### src/rtl/sat_restore.sv
// Colour-restore stage: scales HSV saturation by a gain that ramps between 0
// and unity in frame-synchronous steps, fading colour in (en=1) or out (en=0).
module sat_restore #(
  parameter int unsigned GAIN_W          = 4,
  parameter int unsigned STEP            = 1,
  parameter int unsigned FRAMES_PER_STEP = 2
) (
  input  logic              clk,
  input  logic              rst,
  input  logic              en,
  input  logic              frame_start,
  input  logic [23:0]       pixel_in,
  output logic [23:0]       pixel_out,
  input  logic [23:0]       pass_in,
  output logic [23:0]       pass_thru,
  output logic [GAIN_W:0]   gain,
  output logic              busy
);

  localparam int unsigned CW = (FRAMES_PER_STEP > 1) ? $clog2(FRAMES_PER_STEP) : 1;
  localparam int unsigned PW = 7 + GAIN_W + 1;

  localparam logic [GAIN_W+1:0] FULL_X = (GAIN_W + 2)'(2 ** GAIN_W);
  localparam logic [GAIN_W+1:0] STEP_X = (GAIN_W + 2)'(STEP);
  localparam logic [GAIN_W:0]   FULL_G = FULL_X[GAIN_W:0];
  localparam logic [CW-1:0]     WRAP   = CW'(FRAMES_PER_STEP - 1);

  typedef enum logic [1:0] {
    GRAY      = 2'd0,
    RAMP_UP   = 2'd1,
    COLOR     = 2'd2,
    RAMP_DOWN = 2'd3
  } state_t;

  state_t          state, state_nx;
  logic [CW-1:0]   cnt, cnt_nx;
  logic [GAIN_W:0] gain_nx;
  logic [GAIN_W:0] gain_up, gain_dn;
  logic [GAIN_W+1:0] gain_sum;
  logic            step_due;
  logic [PW-1:0]   prod;
  logic [6:0]      sat_scaled;

  // Saturating step values, computed one bit wider so gain+STEP cannot wrap.
  always_comb begin
    gain_sum = {1'b0, gain} + STEP_X;
    gain_up  = (gain_sum > FULL_X) ? FULL_G : gain_sum[GAIN_W:0];
    gain_dn  = ({1'b0, gain} > STEP_X) ? (gain - STEP_X[GAIN_W:0]) : '0;
    step_due = frame_start && (cnt == WRAP);
  end

  always_comb begin
    state_nx = state;
    cnt_nx   = cnt;
    gain_nx  = gain;
    case (state)
      GRAY: begin
        if (en) begin
          state_nx = RAMP_UP;
          cnt_nx   = '0;
        end
      end
      RAMP_UP: begin
        if (!en) begin
          state_nx = RAMP_DOWN;
          cnt_nx   = '0;
        end else if (frame_start) begin
          if (step_due) begin
            cnt_nx  = '0;
            gain_nx = gain_up;
            if (gain_up == FULL_G) state_nx = COLOR;
          end else begin
            cnt_nx = cnt + CW'(1);
          end
        end
      end
      COLOR: begin
        if (!en) begin
          state_nx = RAMP_DOWN;
          cnt_nx   = '0;
        end
      end
      RAMP_DOWN: begin
        if (en) begin
          state_nx = RAMP_UP;
          cnt_nx   = '0;
        end else if (frame_start) begin
          if (step_due) begin
            cnt_nx  = '0;
            gain_nx = gain_dn;
            if (gain_dn == '0) state_nx = GRAY;
          end else begin
            cnt_nx = cnt + CW'(1);
          end
        end
      end
      default: begin
        state_nx = GRAY;
        cnt_nx   = '0;
        gain_nx  = '0;
      end
    endcase
  end

  always_comb begin
    prod       = PW'(pixel_in[14:8]) * PW'(gain);
    sat_scaled = 7'(prod >> GAIN_W);
    busy       = (state == RAMP_UP) || (state == RAMP_DOWN);
  end

  always_ff @(posedge clk) begin
    if (rst) begin
      state     <= GRAY;
      cnt       <= '0;
      gain      <= '0;
      pixel_out <= '0;
      pass_thru <= '0;
    end else begin
      state     <= state_nx;
      cnt       <= cnt_nx;
      gain      <= gain_nx;
      pixel_out <= {pixel_in[23:15], sat_scaled, pixel_in[7:0]};
      pass_thru <= pass_in;
    end
  end

endmodule

### config.mk
export PLATFORM = sky130hd
export DESIGN_NAME = sat_restore
export DESIGN_NICKNAME = d
export VERILOG_FILES = /design/src/rtl/sat_restore.sv
export SDC_FILE = /design/constraint.sdc
export NUM_CORES = 1
export LEC_CHECK = 0
export CORE_AREA = 3 3 88 90
export CTS_CLUSTER_SIZE = 28
export DETAILED_ROUTE_END_ITERATION = 6
export DIE_AREA = 0 0 91 93
export PLACE_DENSITY = 0.84
export SYNTH_ARGS = -nofsm -noshare
export SYNTH_HDL_FRONTEND = slang
export SYNTH_SLANG_ARGS = --single-unit
### constraint.sdc
create_clock -name clk -period 9.8 [get_ports clk]
set_input_delay 1.96 -clock clk [delete_from_list [all_inputs] [get_ports clk]]
set_output_delay 1.96 -clock clk [all_outputs]
set_load 0.1 [all_outputs]
# Word level (Yosys, flattened, before mapping)
# Cells that the tools add are included.
# totals
input_bits	52
ff_bits	56
output_inout_bits	54
wordCells	64
# op_classes
magnitude_cmp	2
n_mux	27
multipliers	1
n_reduce_logical	8
n_addsub	3
eq_ne	18
# op_table
op	count
$mux W5	8
$mux W2	10
$ne A3 B3 Y1 const B	6
$ne A2 B2 Y1 const B	8
$mul A7 B5 Y11	1
$pmux W5 S2	1
$pmux W2 S4	1
$reduce_and A8 Y1	1
$reduce_and A7 Y1	1
$add A5 B1 Y6 const B	1
$gt A6 B5 Y1 const B	1
$mux W1	6
$eq A5 B5 Y1 const B	1
$gt A5 B1 Y1 const B	1
$logic_not A5 Y1	1
$sub A5 B1 Y5 const B	1
$eq A2 B2 Y1 const B	2
$pmux W1 S4	1
$eq A2 B1 Y1 const B	1
$logic_not A2 Y1	1
$reduce_and A2 Y1	1
$reduce_bool A2 Y1	1
$add A1 B1 Y1 const B	1
$logic_and A1 B1 Y1	1
$logic_or A1 B1 Y1	1

# Depth between registers and ports, before layout
# Gate-level depths: netlist of the first run.
# logic_depth
ltp_word	9
mapped_depth	15
ltp_nobuf	13

# Worst setup path before layout of the first run
# Ideal clock, no wire load.
# synth_timing
path_kind	in2reg
start	input pixel_in[9]
end	register pixel_out[14]
required_time_ns	9.672
stages	12
n_path_buf	0
setup_time_ns	0.128
slack_ns	4.834
arrival_time_ns	4.838
path_cell_list	and2_1 fa_1 fa_1 inv_1 fa_1 inv_1 ha_1 nand4_1 o2111ai_1 a41oi_1 xor2_1 nor2_1
# synth_via
elab_chain_cells	1
# synth_lines
element	line	rtl
start, declared	12	input logic [23:0] pixel_in,
$mul A7 B5 Y11	106	prod = PW'(pixel_in[14:8]) * PW'(gain);
end signal, assigned	122	pixel_out <= {pixel_in[23:15], sat_scaled, pixel_in[7:0]};
end, declared	13	output logic [23:0] pixel_out,
# No other way between the ends.
# A chain may end at the register's enable or synchronous reset.

# Worst setup path after layout of the first run
# Same ends and word-level chain as after synthesis.

==> results of run 1 <==
-- area by class of cell --
type / count / area, µm²
Fill cell: 646 / 2930
Multi-Input combinational cell: 220 / 1730
Sequential cell: 56 / 1120
Timing Repair Buffer: 105 / 1050
Tap cell: 99 / 124
Inverter: 23 / 86.3
Clock buffer: 5 / 68.8
Clock inverter: 3 / 27.5
-- report_power, final --
| part | switching [µW] | total, µW | internal, µW |
|---|---|---|---|
| sequential | 5.91 | 247 | 241 |
| clock | 79.1 | 132 | 52.7 |
| combinational | 122 | 184 | 62.2 |
| total | 207 | 563 | 356 |
-- flip-flops by register name, summed over array words and instances (netlist names) --
| name | cells |
|---|---|
| cnt | 1 |
| pixel_out | 24 |
| state | 2 |
| gain | 5 |
| pass_thru | 24 |
-- cells by family after synthesis --
group / Yosys count / share of synthesized area
flops: 56 / 0.373
simple gates: 124 / 0.235
fa+ha+maj: 39 / 0.195
buf+inv: 38 / 0.0512
mux: 4 / 0.0141
xor+xnor: 9 / 0.0262
compound gates: 44 / 0.106
-- stage by stage --
step | power (µW) | hold slack, ns | setup slack [ns]
after floorplan | 384 | 0.436 | 4.83
after global placement | 432 | 0.443 | 4.18
after detailed placement | 437 | 0.457 | 4.11
after CTS | 567 | 0.472 | 4.43
after global routing | 593 | 0.501 | 4.19
final | 563 | 0.469 | 4.42
-- per-layer routing --
layer | global-route usage | wire length [µm] | up-vias
li1 | - | - | 1237
met1 | 0.197 | 2850 | 1162
met2 | 0.280 | 3620 | 71
met3 | 0.0322 | 329 | 6
met4 | 0.0364 | 75 | 0
met5 | 0 | 0 | -
-- path summary, 6_finish.rpt --
check,start,slack (ns),end
setup / recovery,pixel_in[9],4.42,pixel_out[14]
hold / removal,cnt,0.47,cnt
setup reg to reg,gain[4],5.81,pixel_out[14]
hold reg to reg,cnt,0.47,cnt
-- cells in the final DEF, fill, tap and decap left out, types with 3 or more instances in the layout --
master and instances:
xnor2_1 5, a211oi_1 3, clkbuf_8 5, nor2_1 13
a21oi_1 10, nand2b_1 7, and2_1 24, ha_1 26
clkdlybuf4s50_1 104, nand2_1 19, nor2b_1 41, nand4_1 3
xor2_1 4, or3_1 3, o21ai_0 4, inv_1 23
fa_1 13, dfxtp_1 56
-- worst max-delay path: stages --
cell,delay [ns]
clkdlybuf4s50_1,0.47
and2_1,0.21
fa_1,0.51
fa_1,0.54
inv_1,0.05
fa_1,0.53
inv_1,0.04
ha_1,0.33
nand4_1,0.13
o2111ai_1,0.38
a41oi_1,0.18
xor2_1,0.15
nor2_1,0.05
==> metrics.md, run 1 <==
| Metric | Value |
|---|---|
| Cells after synthesis | `314` |
| Final Non-Filler Cells | `511` |
| Final Core Density | `0.589` |
| Hold Vio Cnt, Final | `0` |
| Pwr dens | `134 nW/µm²` |
| Crit Path Max Fanout | `5` |
| Prevailing post-synth register cell | `dfxtp_1` |
| Final nets | `502` |
| Initial core utilization | `0.421` |
| Die ar. | `8460 µm²` |
| Cell area after layout | `4210 µm²` |
| Post-synth top cells | `dfxtp_1, nor2b_1, ha_1` |
| Die Y | `93 µm` |
| Core area | `7140 µm²` |
| Hold Buf Count CTS | `0` |
| I/O Buffers | `105` |
| Antenna violations before repair | `0` |
| Via count | `2476` |
| Remaining global-route overflow | `0` |
| Synthesis warning total | `0` |
| Dominant cell type by area after synthesis | `dfxtp_1` |
| Post-synthesis cell area | `3010 µm²` |
| Crit end category | `flip-flop` |
| Post-route ant nets | `0` |
| Via-per-instance ratio | `4.85` |
| Clock Pin Slew Worst Setup and Hold Paths | `0.11 ns` |
| Period utilization | `0.549` |
| WL/cell | `13.5 µm` |
| Final min period | `5.38 ns` |
| Drt drc | `0` |
| Setup CP Type | `in2reg` |
| Number of global-route vias before repair | `2295` |
| Maximum vdd drop | `0.0000676 V` |
| Clock skew | `0.00939 ns` |
| Setup tns final | `0 ns` |
| Die span in x | `91 µm` |
| Num Clock Sinks | `56` |
| CTS max path bufs | `2` |
| HPWL Detailed | `5300 µm` |
| ANT cells | `0` |
| Hold depth | `2` |
| TritonCTS clock tree | `done` |
| Max-slew violation count | `0` |
| Synth-to-Final Area Change | `39.9%` |
| Synth top area cells | `dfxtp_1, ha_1, fa_1, nor2b_1, and2_1` |
| CTS buffer count | `5` |
| Post-CTS Resized | `0` |
| Outcome | `complete, no violations` |
| Root Driver | `clkbuf_8` |
| Synth Net Count | `405` |
| H-tree depth | `2` |
| Count leader, synth | `dfxtp_1` |
| Fraction of layout cells with a size suffix above 1 | `0.0364` |
| Setup bufs post-CTS | `0` |
| Top cell type's share of synthesized area | `0.373` |
| Startpoint types | `input port` |
| Arrival @ worst endpoint | `5.54 ns` |
| Syn_area_per_cell | `9.58 µm²` |
| Clock Latency Late Sink | `0.30 ns` |
| Hold WC Path Type | `reg2reg` |
| First-pass GRT wire length | `11000 µm` |
| Max transition margin | `0.314` |
| Post-synth ARST share | `0` |
| Drt total wl | `6880 µm` |
| DP Area | `4110 µm²` |
| Leakage | `0.00177 µW` |
| Seq/Total Area, Yosys | `0.373` |
| Slew at the pin with the worst max-slew slack | `1.03 ns` |
| Post-synth EDFFs | `0` |
| Max Cap Viol | `0` |
| Row cnt | `31` |
| Dpl cells | `503` |
| TritonRoute pass-1 iters | `4` |
| 1st-iter DRT viols | `76` |
| Number of synthesized register bits | `56` |
| Max Clk Rate | `186 MHz` |
| Largest net degree at the start of global routing | `60` |
| CP required | `9.96 ns` |
| RSZ-0062 raised after global routing | `false` |
| Path depth of the worst reg2reg path | `12` |
| Io pins | `106` |
| Final setup vio count | `0` |
| Post-synth cell types | `51` |
| Gpl congestion | `0.836` |
| GRT Util Overall | `0.158` |
Power figures use the tool's default switching activity.
==> run 2: changes to the inputs <==
- CORE_AREA: 3 3 88 90 -> 3 3 90 92
- DIE_AREA: 0 0 91 93 -> 0 0 93 95
- clock period: 9.8 -> 4.8 ns (I/O delays scaled with it)
==> run 2 against run 1 <==
Sequential power rose by 100%. Clock-buffer cell count unchanged. Hold slack got worse by 0.0056 ns. Combinational power up 110%. First-iteration DRC count rose by 42%. Power rose by 100%. Non-clock buffer count is 2 higher. Setup slack worse by 4.0 ns. Critical path type unchanged. Largest power group unchanged. Highest routed layer unchanged.
==> metrics.md, run 2 (synthesis results as in run 1) <==
| Metric | Value |
|---|---|
| Num Clock Sinks | `56 (unchanged)` |
| Die ar. | `8840 µm² (+4.4%)` |
| Die Y | `95 µm (+2.2%)` |
| Gpl congestion | `0.805 (-3.7%)` |
| Highest cell delay on the worst timing path | `0.55 ns (about the same)` |
| Hold depth | `2 (unchanged)` |
| Initial core utilization | `0.412 (-0.00897)` |
| Via count | `2498 (+0.89%)` |
| Critical path depth | `13 (unchanged)` |
| Pwr dens | `270 nW/µm² (+100%)` |
| Row cnt | `31 (unchanged)` |
| Critical path, cell by cell | `clkdlybuf4s50_1, and2_1, fa_1, fa_1, inv_1, fa_1, inv_1, ha_1, nand4_1, o2111ai_1, a41oi_1, xor2_1, nor2_1` |
| Top Registers | `pass_thru: 24 flops, pixel_out: 24 flops, gain: 5 flops` |
| RSZ-0062 raised after global routing | `false` |
| Drt drc | `0 (unchanged)` |
| CTS max path bufs | `2 (unchanged)` |
| Startpoint types | `input port` |
| I/O Buffers | `105 (unchanged)` |
| Clock skew | `0.00882 ns (-0.000575 ns)` |
| WL/cell | `13.6 µm (+1.0%)` |
| Outcome | `complete, no violations` |
| Root Driver | `clkbuf_8` |
| GRT Util Overall | `0.154 (-0.00321)` |
| Number of global-route vias before repair | `2401 (+4.6%)` |
| Final nets | `504 (+0.40%)` |
| Core area | `7290 µm² (+2.2%)` |
| Place WS | `0.106 ns (-4.00 ns)` |
| Antenna violations before repair | `0 (unchanged)` |
| HPWL Detailed | `5510 µm (+4.0%)` |
| Clock Pin Slew Worst Setup and Hold Paths | `0.10 ns (about the same)` |
| Setup CP Type | `in2reg` |
| Crit. Startpoint | `pixel_in[9]` |
| Crit Path Max Fanout | `5 (unchanged)` |
| TritonRoute pass-1 iters | `4 (unchanged)` |
| Hold Vio Cnt, Final | `0 (unchanged)` |
| Synth-to-Final Area Change | `40.1%` |
| Setup bufs post-CTS | `0 (unchanged)` |
| First-pass GRT wire length | `11100 µm (+0.88%)` |
| Arrival @ worst endpoint | `4.54 ns (-1.00 ns)` |
| ANT cells | `0 (unchanged)` |
| Remaining global-route overflow | `0 (unchanged)` |
| Crit end category | `flip-flop` |
| CP required | `4.98 ns (-4.98 ns)` |
| Period utilization | `0.907` |
| Most frequent CP cell | `fa_1` |
| Fraction of layout cells with a size suffix above 1 | `0.0411 (+0.00466)` |
| Setup tns final | `0 ns (unchanged)` |
| Max Clk Rate | `230 MHz` |
| Post-CTS Resized | `0 (unchanged)` |
| Max-slew violation count | `0 (unchanged)` |
| Path depth of the worst reg2reg path | `12 (unchanged)` |
| Cell area after layout | `4220 µm² (+0.21%)` |
| Leading cell type in the layout, fill and taps excluded | `clkdlybuf4s50_1` |
| Post-route ant nets | `0 (unchanged)` |
| CP Capture Point | `pixel_out[14]` |
| Number of fillers in the final layout | `674 (+4.3%)` |
| Top Family by Delay on Critical Path | `adder cells` |
| Leakage | `0.00178 µW (+0.48%)` |
| R2R setup slack | `0.84 ns (-4.97 ns)` |
| Design Power | `1140 µW (+100%)` |
| H-tree depth | `2 (unchanged)` |
| Maximum vdd drop | `0.000144 V (+110%)` |
| Io pins | `106 (unchanged)` |
| TritonCTS clock tree | `done` |
| Max Cap Viol | `0 (unchanged)` |
| WP buf/inv | `3 (unchanged)` |
| Hold Buf Count CTS | `0 (unchanged)` |
| DP Area | `4130 µm² (+0.37%)` |
| CTS buffer count | `5 (unchanged)` |
| R2r startpoint | `gain[3]` |
| Max transition margin | `0.319 (+0.00529)` |
| Largest net degree at the start of global routing | `34 (-43%)` |
| Clock Latency Late Sink | `0.30 ns (about the same)` |
| Final setup vio count | `0 (unchanged)` |
| Final min period | `4.35 ns` |
| R2R Path End | `pixel_out[14]` |
| Setup ws final | `0.449 ns (-3.97 ns)` |
| Die span in x | `93 µm (+2.2%)` |
| CP max stage cell | `fa_1` |
| Drt total wl | `6970 µm (+1.4%)` |
| Most frequent cells in the layout | `clkdlybuf4s50_1, dfxtp_1, nor2b_1` |
| Slew at the pin with the worst max-slew slack | `1.02 ns (-0.00791 ns)` |
| Via-per-instance ratio | `4.87 (+0.50%)` |
| Hold WC Path Type | `reg2reg` |
| 1st-iter DRT viols | `108 (+42%)` |
[run 2: cell count changes in the layout (fill, tap and decap cells not counted), sizes merged]
cell	change
buf	+2
[run 2: metal layers]
| metal | GRT usage | wire, µm |
|---|---|---|
| met4 | 0.0476 | 80 |
| met5 | 0 | 0 |
| met3 | 0.0215 | 297 |
| met2 | 0.287 | 3650 |
| met1 | 0.184 | 2950 |
[run 2: final cells by class]
type,instances,area (µm²),area share
inverters,23,86.3,0.0205
flip-flops and latches,56,1120,0.266
clock inverters,3,21.3,0.00505
clock buffers,5,68.8,0.0163
repair buffers,107,1060,0.252
multi-input cells,220,1730,0.411
well taps,99,124,0.0294
[run 2: worst min-delay path by stage]
| stage | startpoint | endpoint |
|---|---|---|
| global route | cnt | cnt |
| floorplan | cnt | cnt |
| CTS | cnt | cnt |
| finish | cnt | cnt |
| detailed placement | cnt | cnt |
| global placement | cnt | cnt |
[run 2: per-stage QoR]
step | cells | util | hold slack, ns
floorplan | 314 | - | 0.436
global placement | 505 | 0.566 | 0.445
detailed placement | 505 | 0.566 | 0.453
finish | 513 | 0.578 | 0.463
CTS | 513 | 0.578 | 0.468
global route | 513 | 0.578 | 0.512
[run 2: worst min-delay path: stages, from the launching register on]
cell and delay, ns:
dfxtp_1 0.33, nand2_1 0.05, a21oi_1 0.05
[run 2: where the power goes]
part	leakage, µW	internal, µW	switching, µW
Sequential	0.000463	491	12.5
Clock	0.0000445	104	152
Combinational	0.00127	128	250
==> run 3: changes to the inputs <==
- CORE_AREA: 3 3 90 92 -> 3 3 86 88
- DIE_AREA: 0 0 93 95 -> 0 0 89 91
- PLACE_DENSITY: 0.84 -> 0.87
- TNS_END_PERCENT: not set -> 10
- clock period: 4.8 -> 4.2 ns (I/O delays scaled with it)
==> run 3 against run 2 <==
Cell area up 2.2%. Sequential share of layout area decreased by 0.48 points. Global-route usage is 2.5 points higher. Clock-buffer cell count increased by 1. Critical path depth decreased by 1. Highest routed layer unchanged.
==> metrics.md, run 3 (synthesis results as in run 1) <==
| Metric | Value |
|---|---|
| Synth-to-Final Area Change | `43.2%` |
| Setup tns final | `0 ns (unchanged)` |
| CTS max path bufs | `2 (unchanged)` |
| Hold Path Origin | `cnt` |
| Highest cell delay on the worst timing path | `0.57 ns (+0.02 ns)` |
| Top Registers | `pass_thru: 24 flops, pixel_out: 24 flops, gain: 5 flops` |
| Crit. Startpoint | `pixel_in[8]` |
| Post-route ant nets | `0 (unchanged)` |
| Hold WC Path Type | `reg2reg` |
| R2r startpoint | `gain[3]` |
| Die ar. | `8100 µm² (-8.3%)` |
| Row cnt | `30 (-3.2%)` |
| DP Area | `4170 µm² (+1.2%)` |
| Setup CP Type | `in2reg` |
| Drt total wl | `7330 µm (+5.0%)` |
| Number of global-route vias before repair | `2424 (+0.96%)` |
| Critical path, cell by cell | `clkdlybuf4s50_1, nand2_1, fa_1, fa_1, fa_1, inv_1, ha_1, nand4_1, o2111ai_2, a41oi_2, xor2_1, nor2_1` |
| Core area | `6720 µm² (-7.9%)` |
| Max transition margin | `0.325 (+0.00623)` |
| Antenna violations before repair | `0 (unchanged)` |
| WL/cell | `14.6 µm (+7.1%)` |
| 1st-iter DRT viols | `143 (+32%)` |
| Largest net degree at the start of global routing | `60 (+76%)` |
| Dpl cells | `495 (-2.0%)` |
| ANT cells | `0 (unchanged)` |
| Clock Pin Slew Worst Setup and Hold Paths | `0.10 ns (about the same)` |
| Final nets | `513 (+1.8%)` |
| Startpoint types | `input port` |
| Fraction of layout cells with a size suffix above 1 | `0.0804 (+0.0393)` |
| Io pins | `106 (unchanged)` |
| TritonCTS clock tree | `done` |
| CTS buffer count | `5 (unchanged)` |
| CP max stage cell | `fa_1` |
| Final min period | `4.02 ns` |
| Hold depth | `2 (unchanged)` |
| Via-per-instance ratio | `5.02 (+3.0%)` |
| Max Clk Rate | `249 MHz` |
| First-pass GRT wire length | `11500 µm (+3.6%)` |
| Hold EP | `cnt` |
| Crit end category | `flip-flop` |
| Drt drc | `0 (unchanged)` |
| Die Y | `91 µm (-4.2%)` |
| P_sw | `472 µW (+14%)` |
| Setup ws final | `0.177 ns (-0.272 ns)` |
| Place WS | `-0.374 ns (-0.480 ns)` |
| GRT Util Overall | `0.179 (+0.0248)` |
| Register share of total power | `0.438 (-0.005)` |
| Clock power share | `0.233 (+0.008)` |
| Cell area after layout | `4310 µm² (+2.2%)` |
| Top Family by Delay on Critical Path | `adder cells` |
| Number of fillers in the final layout | `526 (-22%)` |
| Remaining global-route overflow | `0 (unchanged)` |
| Die span in x | `89 µm (-4.3%)` |
| Via count | `2524 (+1.0%)` |
| CP required | `4.36 ns (-0.62 ns)` |
| Sw frac | `0.358 (-0.00641)` |
| Root Driver | `clkbuf_8` |
| Crit Path Max Fanout | `4 (-1)` |
| Clock Latency Late Sink | `0.30 ns (about the same)` |
| Combinational share of power | `0.329 (-0.003)` |
| TritonRoute pass-1 iters | `4 (unchanged)` |
| Design Power | `1320 µW (+16%)` |
| H-tree depth | `2 (unchanged)` |
| Slew at the pin with the worst max-slew slack | `1.01 ns (-0.00932 ns)` |
| Period utilization | `0.958` |
| Most frequent cells in the layout | `clkdlybuf4s50_1, dfxtp_1, nor2b_1` |
| R2R setup slack | `0.50 ns (-0.34 ns)` |
| Max-slew violation count | `0 (unchanged)` |
| Outcome | `complete, no violations` |
| Initial core utilization | `0.448 (+0.0352)` |
| Hold Buf Count CTS | `0 (unchanged)` |
| Leakage | `0.00186 µW (+4.9%)` |
| WP buf/inv | `2 (-1)` |
| Arrival @ worst endpoint | `4.18 ns (-0.36 ns)` |
| I/O Buffers | `105 (unchanged)` |
| Maximum vdd drop | `0.000140 V (-2.7%)` |
| R2R Path End | `pixel_out[14]` |
| Path depth of the worst reg2reg path | `12 (unchanged)` |
| Leading cell type in the layout, fill and taps excluded | `clkdlybuf4s50_1` |
| Most frequent CP cell | `fa_1` |
| Internal power | `845 µW (+17%)` |
| Gpl congestion | `0.854 (+6.1%)` |
| Pwr dens | `306 nW/µm² (+13%)` |
| Hold Vio Cnt, Final | `0 (unchanged)` |
| Num Clock Sinks | `56 (unchanged)` |
| Final setup vio count | `0 (unchanged)` |
| Final Non-Filler Cells | `503 (-1.9%)` |
| HPWL Detailed | `5690 µm (+3.4%)` |
| Clock skew | `0.00681 ns (-0.00200 ns)` |
| Max Cap Viol | `0 (unchanged)` |
-- run 3: cell count changes in the layout (fill, tap and decap cells not counted), moves of 3 or more --
cell	delta
dfxtp_1	-3
clkdlybuf4s50_1	-3
buf_4	+9
dfxtp_2	+3
dlymetal6s2s_1	+3
-- run 3: cell type report --
| cell class | count | area (µm²) | area share |
|---|---|---|---|
| Inverter | 23 | 86.3 | 0.0200 |
| Sequential cell | 56 | 1120 | 0.261 |
| Multi-Input combinational cell | 220 | 1760 | 0.410 |
| Clock buffer | 6 | 82.6 | 0.0192 |
| Clock inverter | 2 | 13.8 | 0.00319 |
| Tap cell | 80 | 100 | 0.0232 |
| Timing Repair Buffer | 116 | 1140 | 0.264 |
-- run 3: how the worst max path moves through the flow --
stage | cells past startpoint | to | slack [ns]
detailed placement | 13 | pixel_out[14] | -0.37
global route | 12 | pixel_out[14] | -0.01
finish | 12 | pixel_out[14] | 0.18
floorplan | 14 | pixel_out[14] | 0.09
CTS | 13 | pixel_out[14] | 0.03
global placement | 13 | pixel_out[14] | -0.26
-- run 3: worst register-to-register path, cell delays in order, from the launching register on --
cell       delay [ns]
dfxtp_2          0.57
and2_4           0.23
fa_1             0.44
fa_1             0.54
inv_1            0.05
fa_1             0.53
inv_1            0.07
ha_4             0.28
nand4_1          0.14
o2111ai_2        0.35
a41oi_2          0.17
xor2_1           0.15
nor2_1           0.05
-- run 3: power by group through the flow --
stage               logic [µW]  clock network [µW]  registers (µW)
finish                     434                 307             576
global route               460                 336             579
CTS                        437                 311             577
detailed placement         436                   0             589
global placement           426                   0             587
floorplan                  155                   0             740
-- run 3: stage by stage --
stage	hold slack [ns]	util
final	0.469	0.641
after global routing	0.485	0.641
after CTS	0.473	0.636
after detailed placement	0.459	0.621
after global placement	0.442	0.621
after floorplan	0.436	-
-- run 3: per-layer routing --
layer,track usage,up-vias,wire length (µm),part of all wire
met5,0,-,0,0
met1,0.205,1164,2900,0.40
met3,0.0299,14,409,0.056
met4,0.0571,0,173,0.024
li1,-,1260,-,-
met2,0.330,86,3850,0.52
-- run 3: what timing repair did --
item / in CTS / in global routing
pin swaps: 0 / 5
setup endpoints to repair: 1 / 5
resized for setup: 1 / 7
buffers inserted: 0 / 0
